### config.mk
export PLATFORM = sky130hd
export DESIGN_NAME = alu_exec_unit
export DESIGN_NICKNAME = d
export VERILOG_FILES = /design/src/rtl/alu_exec_unit.sv
export SDC_FILE = /design/constraint.sdc
export NUM_CORES = 1
export LEC_CHECK = 0
export CELL_PAD_IN_SITES_DETAIL_PLACEMENT = 0
export CELL_PAD_IN_SITES_GLOBAL_PLACEMENT = 1
export CORE_UTILIZATION = 40
export DETAILED_ROUTE_END_ITERATION = 7
export PLACE_DENSITY_LB_ADDON = 0.1
export REMOVE_ABC_BUFFERS = 1
export SKIP_LAST_GASP = 1
export SYNTH_ARGS = -nofsm -noshare
export SYNTH_HDL_FRONTEND = slang
export SYNTH_SLANG_ARGS = --single-unit
### constraint.sdc
create_clock -name clk -period 6.6 [get_ports clk]
set_clock_uncertainty 0.2 [all_clocks]
set_input_delay 1.32 -clock clk [delete_from_list [all_inputs] [get_ports clk]]
set_output_delay 1.32 -clock clk [all_outputs]
set_load 0.01 [all_outputs]
### src/rtl/alu_exec_unit.sv
// Execute-stage ALU: single-cycle AND/OR/ADD/SUB, bit-serial SLL, valid/ready on both sides.
// Flags zero for branch resolution and illegal for unsupported operation codes.
module alu_exec_unit #(
    parameter int unsigned WIDTH   = 64,
    parameter int unsigned SHAMT_W = 6
) (
    input  logic               clk,
    input  logic               reset,
    input  logic               in_valid,
    output logic               in_ready,
    input  logic [3:0]         operation,
    input  logic [WIDTH-1:0]   a,
    input  logic [WIDTH-1:0]   b,
    output logic               out_valid,
    input  logic               out_ready,
    output logic [WIDTH-1:0]   result,
    output logic               zero,
    output logic               illegal,
    output logic               busy
);

    localparam logic [3:0] OP_AND = 4'b0000;
    localparam logic [3:0] OP_OR  = 4'b0001;
    localparam logic [3:0] OP_ADD = 4'b0010;
    localparam logic [3:0] OP_SUB = 4'b0110;
    localparam logic [3:0] OP_SLL = 4'b1000;

    typedef enum logic [1:0] {
        IDLE  = 2'd0,
        SHIFT = 2'd1,
        DONE  = 2'd2
    } state_t;

    state_t               state;
    logic [WIDTH-1:0]     acc;
    logic [SHAMT_W-1:0]   cnt;

    logic [WIDTH-1:0]     alu_c;
    logic                 legal_c;
    logic [SHAMT_W-1:0]   shamt_c;
    logic [WIDTH-1:0]     acc_next_c;

    assign shamt_c    = b[SHAMT_W-1:0];
    assign acc_next_c = acc << 1;

    // Single-cycle datapath; SLL here only covers the zero-shift case.
    always_comb begin
        alu_c   = '0;
        legal_c = 1'b1;
        unique case (operation)
            OP_AND:  alu_c = a & b;
            OP_OR:   alu_c = a | b;
            OP_ADD:  alu_c = a + b;
            OP_SUB:  alu_c = a + ~b + WIDTH'(1);
            OP_SLL:  alu_c = a;
            default: begin
                alu_c   = '0;
                legal_c = 1'b0;
            end
        endcase
    end

    always_ff @(posedge clk) begin
        if (reset) begin
            state     <= IDLE;
            in_ready  <= 1'b1;
            out_valid <= 1'b0;
            busy      <= 1'b0;
            result    <= '0;
            zero      <= 1'b0;
            illegal   <= 1'b0;
            acc       <= '0;
            cnt       <= '0;
        end else begin
            unique case (state)
                IDLE: begin
                    if (in_valid) begin
                        in_ready <= 1'b0;
                        busy     <= 1'b1;
                        if (operation == OP_SLL && shamt_c != '0) begin
                            state <= SHIFT;
                            acc   <= a;
                            cnt   <= shamt_c;
                        end else begin
                            state     <= DONE;
                            out_valid <= 1'b1;
                            result    <= alu_c;
                            zero      <= (alu_c == '0);
                            illegal   <= ~legal_c;
                        end
                    end
                end
                SHIFT: begin
                    acc <= acc_next_c;
                    cnt <= cnt - SHAMT_W'(1);
                    // Last shift lands directly in the result register.
                    if (cnt == SHAMT_W'(1)) begin
                        state     <= DONE;
                        out_valid <= 1'b1;
                        result    <= acc_next_c;
                        zero      <= (acc_next_c == '0);
                        illegal   <= 1'b0;
                    end
                end
                DONE: begin
                    if (out_ready) begin
                        state     <= IDLE;
                        out_valid <= 1'b0;
                        in_ready  <= 1'b1;
                        busy      <= 1'b0;
                    end
                end
                default: begin
                    state     <= IDLE;
                    in_ready  <= 1'b1;
                    out_valid <= 1'b0;
                    busy      <= 1'b0;
                end
            endcase
        end
    end

endmodule

==> results of run 1 <==
cell type report:
cell class,count,area (sq um),share of cell area (%)
inverters,206,773,2.99
clock buffers,19,453,1.75
repair buffers,807,6660,25.7
well taps,592,741,2.86
multi-input cells,2156,14300,55.3
clock inverters,13,131,0.508
diodes,2,5.00,0.0193
flip-flops and latches,140,2800,10.8
cell usage in the layout (no fill, tap or decap), types with 14 or more instances in the layout:
cell type        instances
a211oi_1                29
a21o_1                  32
a21oi_1                191
a221oi_1                47
a311oi_1                70
a31oi_1                 73
and2_1                  14
buf_4                  597
clkbuf_16               17
clkdlybuf4s50_1        199
dfxtp_1                140
ha_1                   196
inv_1                  199
mux2i_1                 16
nand2_1                384
nand2b_1                19
nand3_1                 95
nand4_1                 44
nor2_1                 262
nor2b_1                 23
nor3_1                  53
nor4_1                  48
o211a_1                 14
o211ai_1                33
o21a_1                  23
o21ai_0                102
o21bai_1                28
o221ai_1                19
o31ai_1                 36
or3_1                   14
xnor2_1                 15
flip-flops by register name, summed over array words and instances (netlist names):
register,cells
in_ready,1
busy,1
illegal,1
out_valid,1
zero,1
result,64
state,2
acc,63
cnt,6
kinds of logic (layout without fill, tap and decap cells):
kind of cell / after synthesis / after routing
AOI/OAI and AO/OA: 863 / 863
xor gates and xnor gates: 17 / 17
adders and majority gates: 209 / 209
buffers and inverters: 383 / 1045
DFF: 140 / 140
muxes: 22 / 22
other: 0 / 2
and+or+nand+nor: 1045 / 1045
stage by stage:
step	area, sq um	total power [W]
finish	25900	0.00437
global route	25900	0.00456
CTS	25600	0.00429
detailed placement	24900	0.00325
global placement	24900	0.00322
floorplan	17500	0.00209
critical path, cell delays in order:
cell	delay (ns)
clkdlybuf4s50_1	0.49
inv_1	0.05
ha_1	0.31
buf_4	0.21
nand4_1	0.18
o211ai_1	0.17
a21oi_1	0.19
or4_1	0.52
a31o_4	0.29
o41ai_4	0.28
buf_4	0.21
a21oi_2	0.07
a21oi_2	0.16
a2bb2oi_1	0.11
or3_1	0.39
or4_4	0.43
or4_4	0.48
or4_1	0.54
o31ai_1	0.26
metal layers:
metal	wire, um	track usage [%]	vias up
met3	7140	7.19	238
met1	37900	47.8	11500
met4	5060	20.6	4
met5	29	0	-
met2	41100	61.8	1170
li1	-	-	11100
repair_timing:
| item | 4_1_cts | 5_1_grt |
|---|---|---|
| resized for setup | 15 | 53 |
| buffers inserted | 5 | 9 |
| pin swaps | 12 | 24 |
| setup endpoints to repair | 1 | 1 |
| hold buffers | 0 | 0 |
power by group through the flow:
stage	Clock (W)	Sequential [W]	Combinational, W
after floorplan	0	0.00105	0.00103
after global placement	0	0.00107	0.00215
after detailed placement	0	0.00107	0.00217
after CTS	0.00104	0.00106	0.00220
after global routing	0.00106	0.00107	0.00243
final	0.00103	0.00106	0.00228
worst paths after layout:
| path | endpoint | start | slack, ns | cells past startpoint |
|---|---|---|---|---|
| setup reg to reg | zero | cnt[2] | 1.61 | 15 |
| hold / removal | result[63] | result[63] | 0.25 | 2 |
| hold reg to reg | result[63] | result[63] | 0.25 | 2 |
| setup / recovery | zero | a[27] | 0.1 | 19 |
==> results.yml, run 1 <==
detailed_routing:
  drt_pre_antenna_iters: 6
  drtAntennaViolNets: 0
  via_count: 24100
  drc_errors: 0
  viasPerCell: 6.11
  post_drt_wl_per_cell_um: 23.2
  drt_wl_total_mm: 91.2
  drt_iter0_drc: 2302
synth:
  synth-adder-area-share_pct: 14.4
  async_flop_share_pct: 0
  synth_top_area_share_pct: 15.3
  ys_types: 101
  ys_seq_elements: 140
  synth-xor-area-share_pct: 0.815
  synth-edff-count: 0
  ys_top_cells_by_area: "dfxtp_1 15%, ha_1 14%, nand2_1 7.9%"
  yosys_warnings: 0
  ys_seq_area_share_pct: 15.3
  synth_commonest_cells: "386 x nand2_1, 267 x nor2_1, 207 x ha_1"
  synth.avg_cell_area_sq_um: 6.82
  synth_top_family_by_area: "compound AO/OA/AOI/OAI gates"
  synth_area_sq_um: 18300
  synth_mux_area_share_pct: 1.25
  synth-compound-area-share_pct: 33.4
  yosysMostFrequentCell: "nand2_1"
  synth_ff_type: "dfxtp_1"
  yosysTopAreaCell: "dfxtp_1"
  syn_inst: 2679
  synth-simple-area-share_pct: 26.5
floorplanning:
  initial_core_util_pct: 40.9
  core-area_sq_um: 44600
  fp.dieW_um: 216
  ios: 205
  die_height_um: 216
  rows: 77
  dieArea_sq_um: 46500
sta:
  tightest_slew_ns: 1.05
  finalWorstSetupSlack_ns: 0.0951
  final.setup.tns_ns: 0
  min_period_ns: 6.50
  setup_viol: 0
  maxSlewHeadroom_pct: 29.7
  slew_violations: 0
  hold_ws_ns: 0.250
  hold_viol_final: 0
  fmax_ghz: 0.154
  period_share_pct: 98.6
placed_design:
  dp_slack_ns: -1.09
  place_inst: 3887
  port-buffer-count: 204
  gp_congestion: 1.03
  hpwlAfterDp_mm: 72.1
power_and_ir_drop:
  seq_power_share_pct: 24.3
  p_leak_nw: 11.3
  internal-power_w: 0.00246
  power-per-cell-area_nw_per_um2: 169
  max-vdd-ir-drop_v: 0.000222
  p_comb_share_pct: 52.2
  switching_share_pct: 43.6
  power.switching_w: 0.00191
  p_clk_share_pct: 23.5
status:
  status: "finished clean"
worst_setup_path:
  worstSetupPathType: "primary input to flip-flop"
  crit_required_ns: 6.80
  crit_arrival_ns: 6.71
  cp_max_fo: 14
  end_kind: "flip-flop"
  cp-start-kind: "primary input"
grt:
  antenna_found_initial: 3
  grt-ovfl-total: 0
  grt_pass1_vias: 23300
  grt_first_pass_wirelength_mm: 137
  grt_max_degree: 139
  grt_usage_pct: 38.2
cells_and_area:
  finish.utilization_pct: 58.0
  drive_gt1_share_pct: 22.6
  fin_cells: 3935
  nFillCells: 4289
  finalNetCount: 3673
  area_growth_pct: 41.7
clock_tree:
  cts_max_level: 4
  cts_tree: "done"
  clk_latency_ns: 0.51
  clk_pin_slew_ns: 0.07
  cts_made_buffers: 17
  ctsLongestPathBuffers: 2
  cts_root_buffer: "clkbuf_16"
  clock-sinks: 140
run:
  cap_violations: 0
worst_hold_path:
  hold_class: "flip-flop to flip-flop"
Power figures use the tool's default switching activity.
==> inputs of run 2 (changes only) <==
Settings changed: MAX_ROUTING_LAYER set to met4.
==> results.yml, run 2 (synthesis results as in run 1) <==
status:
  status: "finished clean"
worst_setup_path:
  crit_required_ns: 6.82
  worstSetupPathType: "primary input to flip-flop"
  rrSetupSlack_ns: 1.90
  r2r-start: "cnt[2]"
  end_kind: "flip-flop"
  cp_top_family: "simple AND/OR/NAND/NOR gates"
  worstPathCellList: "clkdlybuf4s50_1, inv_1, ha_1, buf_4, nand4_2, or4_4, o211ai_4, nor2_1, o21a_1, buf_4, a221o_1, o22a_1, or3_1, or4_4, or4_4, or4_4, o31ai_2"
  crit_arrival_ns: 6.69
  rr_endpoint: "zero"
  reg2regPathDepth: 15
  startpoint: "b[20]"
  slowest_stage: "or4_4"
  cp_max_fo: 8
  slowest_delay_ns: 0.58
  crit_buf_inv: 4
  cp-start-kind: "primary input"
  crit_top_cell: "or4_4"
sta:
  setup_viol: 0
  tightest_slew_ns: 1.08
  fmax_ghz: 0.154
  period_share_pct: 98.2
  maxSlewHeadroom_pct: 27.6
  slew_violations: 0
  hold_viol_final: 0
  min_period_ns: 6.48
detailed_routing:
  post_drt_wl_per_cell_um: 23.4
  drt_pre_antenna_iters: 6
  via_count: 24200
  drc_errors: 0
  drt_iter0_drc: 2343
  drtAntennaViolNets: 0
  viasPerCell: 6.12
  drt_wl_total_mm: 92.7
clock_tree:
  holdBufCountCts: 0
  cts_max_level: 4
  ctsLongestPathBuffers: 2
  clock-sinks: 140
  cts_made_buffers: 17
  cts_tree: "done"
  clk_latency_ns: 0.50
  cts_root_buffer: "clkbuf_16"
  clk_pin_slew_ns: 0.08
cells_and_area:
  finalNetCount: 3691
  finish.utilization_pct: 58.5
  largest_reg_flops: 64
  area_growth_pct: 42.8
  design_area_sq_um: 26100
  largestRegisters: "result x64, acc x63, cnt x6"
  regMostFlops: "result"
  layout_commonest_cell: "buf_4"
  drive_gt1_share_pct: 23.0
  final_cell_mix: "613 x buf_4, 384 x nand2_1, 259 x nor2_1"
worst_hold_path:
  hold_end: "result[63]"
  hold_class: "flip-flop to flip-flop"
  min_from: "result[63]"
  holdPathStages: 2
placed_design:
  hpwlAfterDp_mm: 73.8
  port-buffer-count: 204
  gp_congestion: 1.11
  postPlaceCellArea_sq_um: 25100
floorplanning:
  fp.dieW_um: 216
  ios: 205
  rows: 77
  initial_core_util_pct: 40.9
  die_height_um: 216
  dieArea_sq_um: 46500
  core-area_sq_um: 44600
grt:
  grt-ovfl-total: 0
  grt_usage_pct: 40.3
  grt_pass1_vias: 23600
  antenna_found_initial: 4
  grt_max_degree: 139
  grt_first_pass_wirelength_mm: 139
power_and_ir_drop:
  max-vdd-ir-drop_v: 0.000225
  p_leak_nw: 11.4
  power-per-cell-area_nw_per_um2: 170
run:
  cap_violations: 0
[run 2: layout make-up]
| class | instances | area (sq um) |
|---|---|---|
| fillers | 4284 | 18500 |
| multi-input cells | 2156 | 14300 |
| repair buffers | 825 | 6820 |
| flip-flops and latches | 140 | 2800 |
| inverters | 206 | 773 |
| well taps | 592 | 741 |
| clock buffers | 17 | 425 |
| clock inverters | 15 | 178 |
| diodes | 5 | 12.5 |
[run 2: worst min-delay path, delay by kind of cell, from the launching register on]
kind,cells,cell delay (ns)
AOI/OAI and AO/OA,1,0.05
and+or+nand+nor,1,0.05
DFF,1,0.31
[run 2: report_power, final]
| part | internal, W | leakage (nW) | switching, W |
|---|---|---|---|
| logic | 0.000983 | 9.98 | 0.00133 |
| clock network | 0.000570 | 0.296 | 0.000496 |
| registers | 0.000948 | 1.14 | 0.000114 |
| total | 0.00250 | 11.4 | 0.00194 |
[run 2: what timing repair did]
item                       4_1_cts  5_1_grt
resized for setup                9       58
setup endpoints to repair        1        1
pin swaps                        3       23
setup buffers                    0        3
[run 2: how the worst max path moves through the flow]
stage	end	slack, ns	cells after the start
finish	zero	0.12	17
global route	zero	-0.01	19
CTS	zero	0.02	20
detailed placement	zero	-0.82	20
global placement	zero	-0.72	19
floorplan	zero	-2.40	12
[run 2: routing by layer]
layer	part of all wire, %	vias up	track usage (%)
met5	0	-	-
met4	5.9	0	22.0
li1	-	11200	-
met3	7.8	254	5.96
met2	45	1208	63.0
met1	42	11600	49.7
[run 2: stage by stage]
| step | total power (W) | cells | TNS [ns] | hold WS, ns | setup slack [ns] |
|---|---|---|---|---|---|
| after floorplan | 0.00209 | 2502 | -69.23 | 0.250 | -2.40 |
| after global placement | 0.00326 | 3916 | -0.723 | 0.242 | -0.723 |
| after detailed placement | 0.00329 | 3916 | -0.818 | 0.248 | -0.818 |
| after CTS | 0.00437 | 3948 | 0 | 0.258 | 0.0151 |
| after global routing | 0.00465 | 3954 | -0.0133 | 0.268 | -0.0133 |
| final | 0.00444 | 3956 | 0 | 0.255 | 0.122 |
